==> src/rtl/fiber_dram_port.sv <==
// Memory-side adapter between a fiber cache bank and the DRAM crossbar: in-order
// request queue, single registered command slot, credit-reserved fill response buffer.
module fiber_dram_port #(
    parameter int unsigned DATA_WIDTH = 16,
    parameter int unsigned ADDR_WIDTH = 64,
    parameter int unsigned REQ_DEPTH  = 4,
    parameter int unsigned RESP_DEPTH = 4
) (
    input  logic                  i_clk,
    input  logic                  i_nreset,
    input  logic                  i_req_valid,
    output logic                  o_req_ready,
    input  logic                  i_req_write,
    input  logic [ADDR_WIDTH-1:0] i_req_addr,
    input  logic [DATA_WIDTH-1:0] i_req_wdata,
    output logic                  o_resp_valid,
    input  logic                  i_resp_ready,
    output logic [ADDR_WIDTH-1:0] o_resp_addr,
    output logic [DATA_WIDTH-1:0] o_resp_data,
    output logic                  o_mem_read,
    output logic                  o_mem_write,
    output logic [ADDR_WIDTH-1:0] o_mem_addr,
    output logic [DATA_WIDTH-1:0] o_mem_wdata,
    input  logic                  i_mem_ready,
    input  logic                  i_mem_rvalid,
    input  logic [DATA_WIDTH-1:0] i_mem_rdata,
    output logic                  o_busy,
    output logic                  o_err
);
    localparam int unsigned QAW = $clog2(REQ_DEPTH);
    localparam int unsigned QPW = QAW + 1;
    localparam int unsigned RAW = $clog2(RESP_DEPTH);
    localparam int unsigned RPW = RAW + 1;
    localparam int unsigned CW  = RAW + 1;

    typedef struct packed {
        logic                  write;
        logic [ADDR_WIDTH-1:0] addr;
        logic [DATA_WIDTH-1:0] wdata;
    } req_t;

    typedef struct packed {
        logic [ADDR_WIDTH-1:0] addr;
        logic [DATA_WIDTH-1:0] data;
    } resp_t;

    req_t                  q_mem  [REQ_DEPTH];
    logic [ADDR_WIDTH-1:0] pa_mem [RESP_DEPTH];
    resp_t                 rs_mem [RESP_DEPTH];

    logic [QPW-1:0] q_wr, q_rd;
    logic [RPW-1:0] pa_wr, pa_rd, rs_wr, rs_rd;
    logic [CW-1:0]  credits;

    logic  q_empty, q_full, q_push;
    logic  pa_empty, rs_empty;
    logic  slot_free, load, load_read, rd_accept, resp_pop, rv_ok, rv_bad;
    req_t  q_head;
    resp_t rs_head;

    // Handshake and issue decisions
    always_comb begin
        q_empty   = (q_wr == q_rd);
        q_full    = (q_wr[QAW] != q_rd[QAW]) && (q_wr[QAW-1:0] == q_rd[QAW-1:0]);
        pa_empty  = (pa_wr == pa_rd);
        rs_empty  = (rs_wr == rs_rd);
        q_head    = q_mem[q_rd[QAW-1:0]];
        rs_head   = rs_mem[rs_rd[RAW-1:0]];
        q_push    = i_req_valid & ~q_full;
        slot_free = ~(o_mem_read | o_mem_write) | i_mem_ready;
        load      = slot_free & ~q_empty & (q_head.write | (credits < CW'(RESP_DEPTH)));
        load_read = load & ~q_head.write;
        rd_accept = o_mem_read & i_mem_ready;
        resp_pop  = ~rs_empty & i_resp_ready;
        rv_ok     = i_mem_rvalid & ~pa_empty;
        rv_bad    = i_mem_rvalid & pa_empty;
    end

    assign o_req_ready  = ~q_full;
    assign o_resp_valid = ~rs_empty;
    assign o_resp_addr  = rs_head.addr;
    assign o_resp_data  = rs_head.data;
    assign o_busy       = ~q_empty | o_mem_read | o_mem_write | (credits != '0);

    // FIFO storage needs no reset; occupancy lives in the pointers
    always_ff @(posedge i_clk) begin
        if (q_push)    q_mem[q_wr[QAW-1:0]]   <= '{write: i_req_write, addr: i_req_addr, wdata: i_req_wdata};
        if (rd_accept) pa_mem[pa_wr[RAW-1:0]] <= o_mem_addr;
        if (rv_ok)     rs_mem[rs_wr[RAW-1:0]] <= '{addr: pa_mem[pa_rd[RAW-1:0]], data: i_mem_rdata};
    end

    always_ff @(posedge i_clk or negedge i_nreset) begin
        if (!i_nreset) begin
            q_wr        <= '0;
            q_rd        <= '0;
            pa_wr       <= '0;
            pa_rd       <= '0;
            rs_wr       <= '0;
            rs_rd       <= '0;
            credits     <= '0;
            o_mem_read  <= 1'b0;
            o_mem_write <= 1'b0;
            o_mem_addr  <= '0;
            o_mem_wdata <= '0;
            o_err       <= 1'b0;
        end else begin
            if (q_push)    q_wr  <= q_wr + QPW'(1);
            if (load)      q_rd  <= q_rd + QPW'(1);
            if (rd_accept) pa_wr <= pa_wr + RPW'(1);
            if (rv_ok)     pa_rd <= pa_rd + RPW'(1);
            if (rv_ok)     rs_wr <= rs_wr + RPW'(1);
            if (resp_pop)  rs_rd <= rs_rd + RPW'(1);
            if (rv_bad)    o_err <= 1'b1;

            // Credit reserves a response slot from read issue until the fill is handed off
            if (load_read && !resp_pop)      credits <= credits + CW'(1);
            else if (!load_read && resp_pop) credits <= credits - CW'(1);

            if (load) begin
                o_mem_read  <= ~q_head.write;
                o_mem_write <= q_head.write;
                o_mem_addr  <= q_head.addr;
                o_mem_wdata <= q_head.wdata;
            end else if (slot_free) begin
                o_mem_read  <= 1'b0;
                o_mem_write <= 1'b0;
            end
        end
    end
endmodule

==> config.mk <==
export PLATFORM = sky130hd
export DESIGN_NAME = fiber_dram_port
export DESIGN_NICKNAME = d
export VERILOG_FILES = /design/src/rtl/fiber_dram_port.sv
export SDC_FILE = /design/constraint.sdc
export NUM_CORES = 1
export LEC_CHECK = 0
export ABC_AREA = 1
export CORE_MARGIN = 4
export CORE_UTILIZATION = 68
export CTS_BUF_LIST = sky130_fd_sc_hd__clkbuf_16
export DETAILED_ROUTE_END_ITERATION = 6
export DONT_BUFFER_PORTS = 1
export GPL_TIMING_DRIVEN = 0
export HOLD_SLACK_MARGIN = 0.02
export PLACE_DENSITY = 0.84
export SLEW_MARGIN = 5
export SYNTH_ARGS = -nofsm -noshare
export SYNTH_HDL_FRONTEND = slang
export SYNTH_SLANG_ARGS = --single-unit
==> constraint.sdc <==
create_clock -name i_clk -period 14.14 [get_ports i_clk]
set_input_delay 1.414 -clock i_clk [delete_from_list [all_inputs] [get_ports i_clk]]
set_output_delay 1.414 -clock i_clk [all_outputs]
set_load 0.05 [all_outputs]
# Word-level counts from Yosys, hierarchy flattened
# Memories as Yosys holds them, arrays and structs flattened.
# Cells that the tools add are included.
# word_totals
register_bits,104
ramBits,900
inputBits,103
output_inout_bits,166
word_cells,68
n_memories,3
# classes
add_sub_neg,8
order_cmp,1
n_eq_ne,5
mux,11
bitwise,20
reduce_logical,8
# mem_list
name,words,word_bits,rd,rd_ports_with_merged_regs,write_ports,line,text
q_mem,4,81,1,0,1,47,req_t q_mem [REQ_DEPTH];
rs_mem,4,80,1,0,1,49,resp_t rs_mem [RESP_DEPTH];
pa_mem,4,64,1,0,1,48,logic [ADDR_WIDTH-1:0] pa_mem [RESP_DEPTH];
# ops
operator,n
$add 3x1->3 const B,7
$eq 3x3->1,3
$mux 1,9
$and 1x1->1,8
$mux 3,2
$not 1->1,6
$or 1x1->1,6
$reduce_bool 2->1,2
$logic_and 1x1->1,3
$lt 3x3->1 const B,1
$reduce_bool 3->1,1
$sub 3x1->3 const B,1
$eq 2x2->1,1
$logic_not 1->1,2
$ne 1x1->1,1

# Longest topological paths before layout
# Gate-level depths: netlist of the first run.
# depth
depth_word,10
mapped_depth,14

# Least setup slack after synthesis of the first run
# OpenSTA, ideal clock, no wires.
# synth_timing
path_type,input port to flip-flop
from,in i_mem_rvalid
to,mem rs_mem[0][0] in the netlist's numbering (enable)
arrival_ns,4.999
slack_ns,8.622
cell_stages,3
path_buffers,1
path_cell_list,nand2_1 > buf_2 > nor2_1
# synth_between
elab_chain_cells,3
# synth_rtl
item,line,text
from (decl),25,"input logic i_mem_rvalid,"
$and 1x1->1,75,rv_ok = i_mem_rvalid & ~pa_empty;
$mux 1,89,"if (rv_ok) rs_mem[rs_wr[RAW-1:0]] <= '{addr: pa_mem[pa_rd[RAW-1:0]], data: i_mem_rdata};"
$mux 1 (not written as such),89,
to (decl),49,
# No other way between the ends.

# Final worst setup path of the first run
# layout_timing
from,reg rs_rd[1]
to,out o_resp_addr[30]
# layout_between
elab_chain_cells,1
# layout_rtl
item,line,text
from (decl),52,"logic [RPW-1:0] pa_wr, pa_rd, rs_wr, rs_rd;"
from (signal assigned),112,if (resp_pop) rs_rd <= rs_rd + RPW'(1);
$mem_v2 4x80,n/a,
to (decl),18,"output logic [ADDR_WIDTH-1:0] o_resp_addr,"
# No other way between the ends.

==> metrics, run 1 <==
CTS Buf Count=96; biggest area consumer among synthesized cells=edfxtp_1; post-synthesis sequential area ratio=75.25%; hold_buf cts=0; Fin. Hold Viols=0; Worst-Skew Late Latency=0.65 ns; Initial Util=69.29%; # resized after CTS=0; Area growth syn-to-layout=12.47%; Synth Area in Adders=0.5593%; antenna cells=0; # Post-CTS Setup Buffers=0; Ports=269; clock skew=0.02331 ns; main combinational cell family by area after synthesis=simple AND/OR/NAND/NOR gates; die area=61810 um2; Commonest cells post-synth=900 x edfxtp_1, 607 x nand2_1, 349 x inv_1; TritonRoute pass-1 iters=7; Mapped Nets=3306; Final nets=3437; initial antenna violation count=1; root buf cell=clkbuf_16; Filler Cell Count=3085; Hold WC Path Type=in2async; Design Area, Final=44280 um2; grt met1 use=38.06%; synthesized flop and latch total=1004; Core ar.=56820 um2; Residual DRC=0; Yosys top cell area share=68.64%; largest net degree at the start of global routing=105; wire per inst=23.46 um; Period minus WS final=4.986 ns; arrival time worst endpoint=3.57 ns; CP required=12.73 ns; library cells used by synthesis=27; gpl congestion=0.7968; Slew Limit Fails=0; Startpoint Class=flop; TNS Setup=0 ns; synthesized cell area=39370 um2; total wire length=97.43 mm; vias in the first global route=25660; first-pass GRT wire length=145.9 mm; Vias/cell=6.184; Max H-tree Level=3; RSZ-0062 raised after global routing=false; Worst-path clk slew=0.06 ns; via count=25680; Top Usage Layer GRT=met2; max_slew headroom=13.13%; Remaining Overflow, GRT=0; FP Rows=87; Peak VDD IR=0.1644 mV; dpl cell area=41130 um2; CTS tree=done; Die Ht=248.6 um; syn avg cell area=12.36 um2; kind of critical path=reg2out; simple-gate share of the synthesized area=12.30%; Leakage=0.01716 uW; clock tree buffer depth=3; worst-margin pin slew=1.322 ns; Power Density=262.1 nW/um2; Yosys Warn Count=0; share of flip-flops with an asynchronous set or reset=10.36%; max_cap viols=0; met2 GRT Util=52.13%; Tot GR Track Use=30.70%; fmax=200.6 MHz; PortBufs=0; Worst Setup End Kind=output pin; share of cells above drive strength 1=7.654%; XOR/XNOR share of the synthesized area=0.3337%; ranking of synthesized cells by area=edfxtp_1 69%, dfrtp_1 6.6%, nand2_1 5.8%, o21ai_0 3.7%, inv_1 3.3%; Compound-Gate Fraction of Synth Area=6.101%; Worst Path Max Fanout=10; top_reg_cell synth=edfxtp_1; initial DRC count=3380; post-synthesis mux area share=0.02860%; status=completed; Post-DP HPWL=62.38 mm; period utilization=35.26%; CTS sink count=1004; antenna-violating nets left=0; GR Layer Usage met3=7.294%; cell with the most instances after synthesis=edfxtp_1; EDFF count, synth=900; Post-Synthesis Cells=3186; final setup violation count=0; Die Wd=248.6 um
-- cell families after synthesis --
group,count (synthesis)
and+or+nand+nor,1171
DFF,1004
buffers and inverters,536
AOI/OAI and AO/OA,442
adders and majority gates,17
xor gates and xnor gates,15
muxes,1
-- flip-flops by register name (all words and copies together), names as in the netlist --
register / count
q_mem: 324
rs_mem: 320
pa_mem: 256
o_mem_addr: 64
o_mem_wdata: 16
credits: 3
pa_rd: 3
pa_wr: 3
q_rd: 3
q_wr: 3
rs_rd: 3
rs_wr: 3
o_err: 1
o_mem_read: 1
o_mem_write: 1
-- stage by stage --
stage	setup WS (ns)	instances	utilization, %	power (uW)	hold WS, ns
floorplan	8.622	3186	-	7684	0.4617
global placement	5.855	3942	70.96	8749	0.4766
detailed placement	9.992	3975	72.38	8979	0.5072
CTS	9.228	4153	77.93	11560	0.4395
global route	9.128	4153	77.93	12080	0.4468
finish	9.154	4153	77.93	11610	0.4721
-- power breakdown --
part | switching, uW | internal, uW | total, uW
clock network | 1080 | 1480 | 2550
logic | 3060 | 928 | 3990
registers | 846 | 4220 | 5060
total | 4980 | 6620 | 11600
-- cell usage in the layout, fill, tap and decap left out --
cell          n
a21oi_1       2
buf_1        14
buf_12       25
buf_16        8
buf_2        55
buf_4        11
buf_6         2
bufinv_16    11
clkbuf_1    101
clkbuf_16   100
clkinv_1     20
clkinv_2     14
clkinv_4      1
clkinvlp_4    6
dfrtp_1     104
edfxtp_1    900
fa_1          1
ha_1         16
inv_1       370
inv_2         4
inv_4         1
inv_6         3
inv_8         1
mux2_2        1
nand2_1     607
nand2_2       2
nand3_1     172
nand3_2       2
nand4_1      85
nor2_1      290
nor2_4       12
nor3_1        1
o21ai_0     291
o21ai_1       2
o21bai_1      1
o21bai_2      1
o22ai_1     145
xnor2_1      10
xor2_1        5
-- area by class of cell --
| type | instances | area (um2) | share of cell area (%) |
|---|---|---|---|
| plain buffers | 183 | 812.0 | 1.834 |
| clock buffers | 100 | 2502 | 5.651 |
| clock inverters | 78 | 651.9 | 1.472 |
| inverters | 353 | 1325 | 2.992 |
| multi-input cells | 1646 | 7697 | 17.38 |
| flip-flops and latches | 1004 | 29630 | 66.91 |
| well taps | 756 | 945.9 | 2.136 |
| repair buffers | 33 | 720.7 | 1.627 |
-- metal layers --
layer	vias to the layer above	share of wire, %
li1	11290	-
met1	12410	34
met2	1697	50
met3	288	11
met4	0	4.5
met5	-	0
-- path summary, 6_finish.rpt --
check / start / depth (start not counted) / slack, ns / endpoint
min in group i_clk: pa_wr[2]$_DFFE_PN0P_ / 1 / 0.53 / pa_wr[2]$_DFFE_PN0P_
hold / removal: i_nreset / 0 / 0.47 / o_mem_addr[44]$_DFFE_PN0N_
setup reg to reg: q_rd[1]$_DFFE_PN0N_ / 9 / 10.41 / q_mem[3][18]$_DFFE_PP_
max in group asynchronous: i_nreset / 0 / 13.43 / o_mem_addr[11]$_DFFE_PN0N_
hold reg to reg: pa_wr[2]$_DFFE_PN0P_ / 1 / 0.53 / pa_wr[2]$_DFFE_PN0P_
setup / recovery: rs_rd[1]$_DFFE_PN0P_ / 5 / 9.15 / o_resp_addr[30]
-- critical path, stage by stage, from the launching register on --
cell	delay, ns
dfrtp_1	0.40
clkbuf_1	0.34
inv_1	0.39
clkbuf_1	0.54
o21ai_0	0.25
o22ai_1	1.00
(Power assumes the default switching activity.)
==> inputs of run 2 (changes only) <==
ABC_AREA = 0   (was 1)
CORE_UTILIZATION = 57   (was 68)
PLACE_DENSITY = 0.75   (was 0.84)
clock period = 4.25 ns   (was 14.14 ns; I/O delays follow)
==> metrics, run 2 <==
Max H-tree Level=3 (unchanged); EDFF count, synth=900 (unchanged); most used cell along the critical path=xor2_1 (was clkbuf_1); Design Area, Final=43020 um2 (was 44280 um2); WHS Endpoint=q_wr[0]$_DFFE_PN0P_; CP max-delay cell=clkbuf_1 (was o22ai_1); Area growth syn-to-layout=15.79% (was 12.47%); cell with the most instances after synthesis=edfxtp_1 (unchanged); Die Ht=263.3 um (was 248.6 um); worst reg2reg path depth=10 (was 9); ranking of synthesized cells by area=edfxtp_1 73%, mux4_2 14%, dfrtp_1 7.0%, mux2_4 3.2%, ha_1 0.54% (was edfxtp_1 69%, dfrtp_1 6.6%, nand2_1 5.8%, o21ai_0 3.7%, inv_1 3.3%); die area=69330 um2 (was 61810 um2); CP top delay family=simple AND/OR/NAND/NOR gates (was buffers and inverters); fmax=263.3 MHz; syn avg cell area=25.24 um2 (was 12.36 um2); Die Wd=263.3 um (was 248.6 um); synthesized cell area=37150 um2 (was 39370 um2); Remaining Overflow, GRT=0 (unchanged); Yosys Warn Count=0 (unchanged); Filler Cell Count=3982 (was 3085); most frequent cells in the layout=900 x edfxtp_1, 224 x mux4_2, 104 x dfrtp_1 (was 900 x edfxtp_1, 607 x nand2_1, 370 x inv_1); # resized after CTS=0 (unchanged); crit-path cells=clkbuf_1 > xnor2_1 > nand3_1 > nand2_1 > ha_1 > inv_1 > fa_1 > xor2_1 > nor2_1 > xor2_1 (was clkbuf_1 > inv_1 > clkbuf_1 > o21ai_0 > o22ai_1); RR Startpoint=rs_rd[1]$_DFFE_PN0P_ (was q_rd[1]$_DFFE_PN0N_); TritonRoute pass-1 iters=5 (was 7); Hold Startpoint=i_req_valid; Core ar.=64460 um2 (was 56820 um2); Worst-path clk slew=0.06 ns (about the same); FP Rows=93 (was 87); dpl cell area=38590 um2 (was 41130 um2); Vias/cell=5.967 (was 6.184); Ports=269 (unchanged); max_cap viols=0 (unchanged); Yosys top cell area share=72.74% (was 68.64%); initial antenna violation count=7 (was 1); Final nets=1805 (was 3437); CP bufs+invs=2 (was 3); flip-flop count of the largest register after layout=324 (unchanged); synthesized flop and latch total=1004 (unchanged); r2r setup slk=0.45 ns (was 10.41 ns); Mapped Nets=1592 (was 3306); via count=15690 (was 25680); share of flip-flops with an asynchronous set or reset=10.36% (unchanged); antenna-violating nets left=0 (unchanged); CTS sink count=1004 (unchanged); Worst Path Max Fanout=10 (unchanged); Initial Util=57.63% (was 69.29%); clock skew=0.01726 ns (was 0.02331 ns); CTS tree=done (unchanged); wire per inst=28.69 um (was 23.46 um); clock tree buffer depth=3 (unchanged); # Post-CTS Setup Buffers=0 (unchanged); Fin. Hold Viols=0 (unchanged); largest net degree at the start of global routing=105 (unchanged); kind of critical path=reg2reg (was reg2out); Hold WC Path Type=in2reg (was in2async); post-synthesis sequential area ratio=79.75% (was 75.25%); share of cells above drive strength 1=29.19% (was 7.654%); arrival time worst endpoint=4.34 ns (was 3.57 ns); Commonest cells post-synth=900 x edfxtp_1, 224 x mux4_2, 104 x dfrtp_1 (was 900 x edfxtp_1, 607 x nand2_1, 349 x inv_1); final setup violation count=0 (unchanged); WHS=0.1677 ns (was 0.4721 ns); Post-DP HPWL=45.59 mm (was 62.38 mm); Peak VDD IR=0.5765 mV (was 0.1644 mV); period utilization=89.36%; Startpoint Class=flop (unchanged); root buf cell=clkbuf_16 (unchanged); Post-Synthesis Cells=1472 (was 3186); max_slew headroom=24.84% (was 13.13%); top_reg_cell synth=edfxtp_1 (unchanged); Hold Crit Depth=2; status=completed (unchanged); Period minus WS final=3.798 ns; CP required=4.79 ns (was 12.73 ns); Power Density=865.2 nW/um2 (was 262.1 nW/um2); Tot GR Track Use=22.23% (was 30.70%); first-pass GRT wire length=114.0 mm (was 145.9 mm); PortBufs=0 (unchanged); gpl congestion=0.7327 (was 0.7968); worst-margin pin slew=1.127 ns (was 1.322 ns); initial DRC count=1420 (was 3380); Residual DRC=0 (unchanged); hold_buf cts=102 (was 0); CTS Buf Count=97 (was 96); worst r2r dst=credits[2]$_DFFE_PN0P_ (was q_mem[3][18]$_DFFE_PP_); RSZ-0062 raised after global routing=false (unchanged); Worst-Skew Late Latency=0.63 ns (was 0.65 ns); vias in the first global route=17010 (was 25660); CP peak stage delay=0.85 ns (was 1.00 ns); Leakage=0.01442 uW (was 0.01716 uW); most common cell after layout, fill and taps aside=edfxtp_1 (unchanged); library cells used by synthesis=40 (was 27); biggest area consumer among synthesized cells=edfxtp_1 (unchanged); Slew Limit Fails=0 (unchanged); Worst Setup End Kind=flop (was output pin); total wire length=75.42 mm (was 97.43 mm)
run 2: cell type report:
| class | instances | area [um2] | area share (%) |
|---|---|---|---|
| clock inverters | 82 | 872.1 | 2.027 |
| multi-input cells | 397 | 7111 | 16.53 |
| clock buffers | 100 | 2502 | 5.817 |
| well taps | 855 | 1070 | 2.487 |
| flip-flops and latches | 1004 | 29630 | 68.87 |
| diodes | 6 | 15.01 | 0.03490 |
| plain buffers | 60 | 412.9 | 0.9597 |
| inverters | 11 | 41.29 | 0.09597 |
| repair buffers | 114 | 1369 | 3.182 |
run 2: where the power goes:
group,total [uW],internal [uW],switching [uW]
logic,11400,4660,6710
clock network,8930,5420,3510
registers,16900,14100,2870
run 2: worst max-delay path by stage:
stage          slack [ns]                 endpoint            startpoint  cells after the start
6_report             0.45   credits[2]$_DFFE_PN0P_  rs_rd[1]$_DFFE_PN0P_                     10
3_3_place_gp        -1.13  rs_mem[3][44]$_DFFE_PP_  pa_rd[1]$_DFFE_PN0P_                      3
3_5_place_dp         0.48   credits[2]$_DFFE_PN0P_  rs_rd[1]$_DFFE_PN0P_                     10
5_1_grt              0.36   credits[2]$_DFFE_PN0P_  rs_rd[1]$_DFFE_PN0P_                     10
2_1_floorplan        0.86    q_mem[3][0]$_DFFE_PP_   q_rd[0]$_DFFE_PN0N_                      4
4_1_cts              0.41   credits[2]$_DFFE_PN0P_  rs_rd[1]$_DFFE_PN0P_                     10
run 2: stage by stage:
step | cells | util, % | total power [uW] | setup slack, ns | setup TNS [ns]
floorplan | 1472 | - | 25540 | 0.8603 | 0
global placement | 2327 | 59.29 | 28110 | -1.128 | -645.06
detailed placement | 2339 | 59.87 | 28500 | 0.4770 | 0
CTS | 2623 | 66.71 | 37640 | 0.4101 | 0
global route | 2625 | 66.72 | 38760 | 0.3608 | 0
finish | 2629 | 66.74 | 37220 | 0.4523 | 0
run 2: cells by family (layout without fill, tap and decap cells):
group	Yosys count	after routing	share of synthesized area, %
other	0	6	0
buffers and inverters	71	367	1.222
AND/OR/NAND/NOR	31	31	0.4647
XOR/XNOR	23	23	0.5624
adder cells (fa/ha/maj)	17	17	0.5927
multiplexers	314	314	17.10
AO/OA/AOI/OAI	12	12	0.3132
flip-flops	1004	1004	79.75
run 2: per-layer routing:
layer	global-route usage [%]	up-vias	part of all wire (%)
met3	4.748	114	6.6
met2	37.68	527	52
met5	0	-	0.061
met4	6.359	6	2.4
li1	-	6641	-
met1	29.80	8400	39
==> inputs of run 3 (changes only) <==
ABC_AREA = 1   (was 0)
==> metrics, run 3 (synthesis results as in run 1) <==
WHS Endpoint=rs_rd[1]$_DFFE_PN0P_ (was q_wr[0]$_DFFE_PN0P_); P_sw=16390 uW (was 13090 uW); crit path launch=rs_rd[1]$_DFFE_PN0P_ (unchanged); worst-margin pin slew=1.388 ns (was 1.127 ns); Area growth syn-to-layout=15.85% (was 15.79%); CTS Buf Count=98 (was 97); RR Startpoint=q_rd[1]$_DFFE_PN0N_ (was rs_rd[1]$_DFFE_PN0P_); Final nets=3540 (was 1805); worst r2r dst=q_mem[2][12]$_DFFE_PP_ (was credits[2]$_DFFE_PN0P_); Filler Cell Count=4703 (was 3982); vias in the first global route=23690 (was 17010); FP Rows=96 (was 93); Worst Setup End Kind=output pin (was flop); Hold Crit Depth=3 (was 2); TritonRoute pass-1 iters=5 (unchanged); pre-CTS WS=0.8125 ns (was 0.4770 ns); root buf cell=clkbuf_16 (unchanged); total power=38550 uW (was 37220 uW); most frequent cells in the layout=900 x edfxtp_1, 607 x nand2_1, 372 x inv_1 (was 900 x edfxtp_1, 224 x mux4_2, 104 x dfrtp_1); first-pass GRT wire length=140.4 mm (was 114.0 mm); Period minus WS final=3.928 ns (was 3.798 ns); Die Wd=270.8 um (was 263.3 um); Vias/cell=5.538 (was 5.967); worst reg2reg path depth=8 (was 10); gpl congestion=0.7923 (was 0.7327); Fin. Hold Viols=0 (unchanged); largest net degree at the start of global routing=105 (unchanged); max_cap viols=0 (unchanged); Residual DRC=0 (unchanged); flip-flop count of the largest register after layout=324 (unchanged); initial DRC count=2291 (was 1420); most common cell after layout, fill and taps aside=edfxtp_1 (unchanged); Leakage=0.01762 uW (was 0.01442 uW); multi-input logic area=7697 um2 (was 7111 um2); Worst-path clk slew=0.06 ns (about the same); Sequential Area=29630 um2 (unchanged); Worst Path Max Fanout=10 (unchanged); Hold Startpoint=i_resp_ready (was i_req_valid); via count=24590 (was 15690); CTS sink count=1004 (unchanged); fin worst setup slack=0.3216 ns (was 0.4523 ns); status=completed (unchanged); kind of critical path=reg2out (was reg2reg); Ports=269 (unchanged); Die Ht=270.8 um (was 263.3 um); Remaining Overflow, GRT=0 (unchanged); r2r setup slk=0.75 ns (was 0.45 ns); RSZ-0062 raised after global routing=false (unchanged); max_slew headroom=8.845% (was 24.84%); arrival time worst endpoint=3.50 ns (was 4.34 ns); initial antenna violation count=7 (unchanged); Tot GR Track Use=24.94% (was 22.23%); CP required=3.83 ns (was 4.79 ns); Worst-Skew Late Latency=0.66 ns (was 0.63 ns); PortBufs=0 (unchanged); Cell Int Power=22160 uW (was 24130 uW); fmax=254.6 MHz (was 263.3 MHz); antenna-violating nets left=0 (unchanged); Slew Limit Fails=0 (unchanged); die area=73340 um2 (was 69330 um2); share of cells above drive strength 1=7.365% (was 29.19%); Hold WC Path Type=in2reg (unchanged); Clk pwr share=22.3% (was 24.0%); CTS tree=done (unchanged); switching share of power=42.52% (was 35.17%); Startpoint Class=flop (unchanged); period utilization=92.43% (was 89.36%); Peak VDD IR=0.5287 mV (was 0.5765 mV); wire per inst=20.99 um (was 28.69 um); total wire length=93.19 mm (was 75.42 mm); clock skew=0.02912 ns (was 0.01726 ns); Flop pwr share=43.6% (was 45.5%); clock tree buffer depth=3 (unchanged); Core ar.=68590 um2 (was 64460 um2); Post-DP HPWL=60.23 mm (was 45.59 mm); final setup violation count=0 (unchanged); Initial Util=57.41% (was 57.63%); Comb pwr share=34.2% (was 30.5%); Power Density=845.1 nW/um2 (was 865.2 nW/um2); Max H-tree Level=3 (unchanged)
-- run 3: changes by cell type in the layout (fill, tap and decap cells not counted), moves of 145 or more --
cell     delta
inv_1     +340
mux4_2    -224
nand2_1   +600
nand3_1   +169
nor2_1    +287
o21ai_0   +289
o22ai_1   +145
-- run 3: per-stage QoR --
stage	instances	area [um2]	TNS [ns]	hold WS (ns)	utilization [%]
floorplan	3186	39380	-362.08	0.1294	-
global placement	4117	40550	-2218.73	0.1430	59.12
detailed placement	4149	41340	0	0.1426	60.27
CTS	4434	45600	0	0.1971	66.49
global route	4437	45610	0	0.2356	66.50
finish	4439	45610	0	0.2170	66.51
-- run 3: layout make-up --
cell class,count,share of cell area (%)
Sequential cell,1004,64.96
Antenna cell,5,0.02743
Buffer,183,1.780
Clock inverter,83,1.588
Clock buffer,100,5.486
Multi-Input combinational cell,1646,16.88
Tap cell,931,2.554
Timing Repair Buffer,134,3.829
Inverter,353,2.905
-- run 3: repair_timing --
action,CTS,global route
hold buffers,102,0
endpoints found under the setup margin,0,0
resized for setup,0,0
buffers inserted,0,0
hold endpoints to repair,504,0
-- run 3: power groups by stage --
| stage | Combinational [uW] | Sequential [uW] | Clock [uW] |
|---|---|---|---|
| 2_1_floorplan | 9060 | 16500 | 0 |
| 3_3_place_gp | 12200 | 17200 | 0 |
| 5_1_grt | 14300 | 17000 | 9100 |
| 3_5_place_dp | 12900 | 17000 | 0 |
| 6_report | 13200 | 16800 | 8580 |
| 4_1_cts | 13200 | 16800 | 8660 |
-- run 3: worst max-delay path by stage --
stage | end | slack, ns | cells past startpoint
6_report | o_resp_addr[32] | 0.32 | 5
5_1_grt | o_resp_addr[6] | 0.17 | 5
4_1_cts | o_resp_addr[54] | 0.22 | 5
3_5_place_dp | q_mem[0][18]$_DFFE_PP_ | 0.81 | 8
3_3_place_gp | q_mem[0][21]$_DFFE_PP_ | -4.13 | 6
2_1_floorplan | q_mem[0][0]$_DFFE_PP_ | -1.12 | 6
-- run 3: routing by layer --
layer  global-route usage, %  vias to the layer above  wire length, um
met5                       0                        -               12
met4                   9.988                        2             3597
met3                   4.922                      209             6865
met2                   40.96                      999            45570
met1                   33.22                    11860            37140
li1                        -                    11520                -
-- run 3: worst max-delay path: stages, from the launching register on --
cell and delay (ns):
dfrtp_1 0.41, clkbuf_1 0.36, inv_1 0.43, clkbuf_1 0.40, o21ai_0 0.18, o22ai_1 1.07
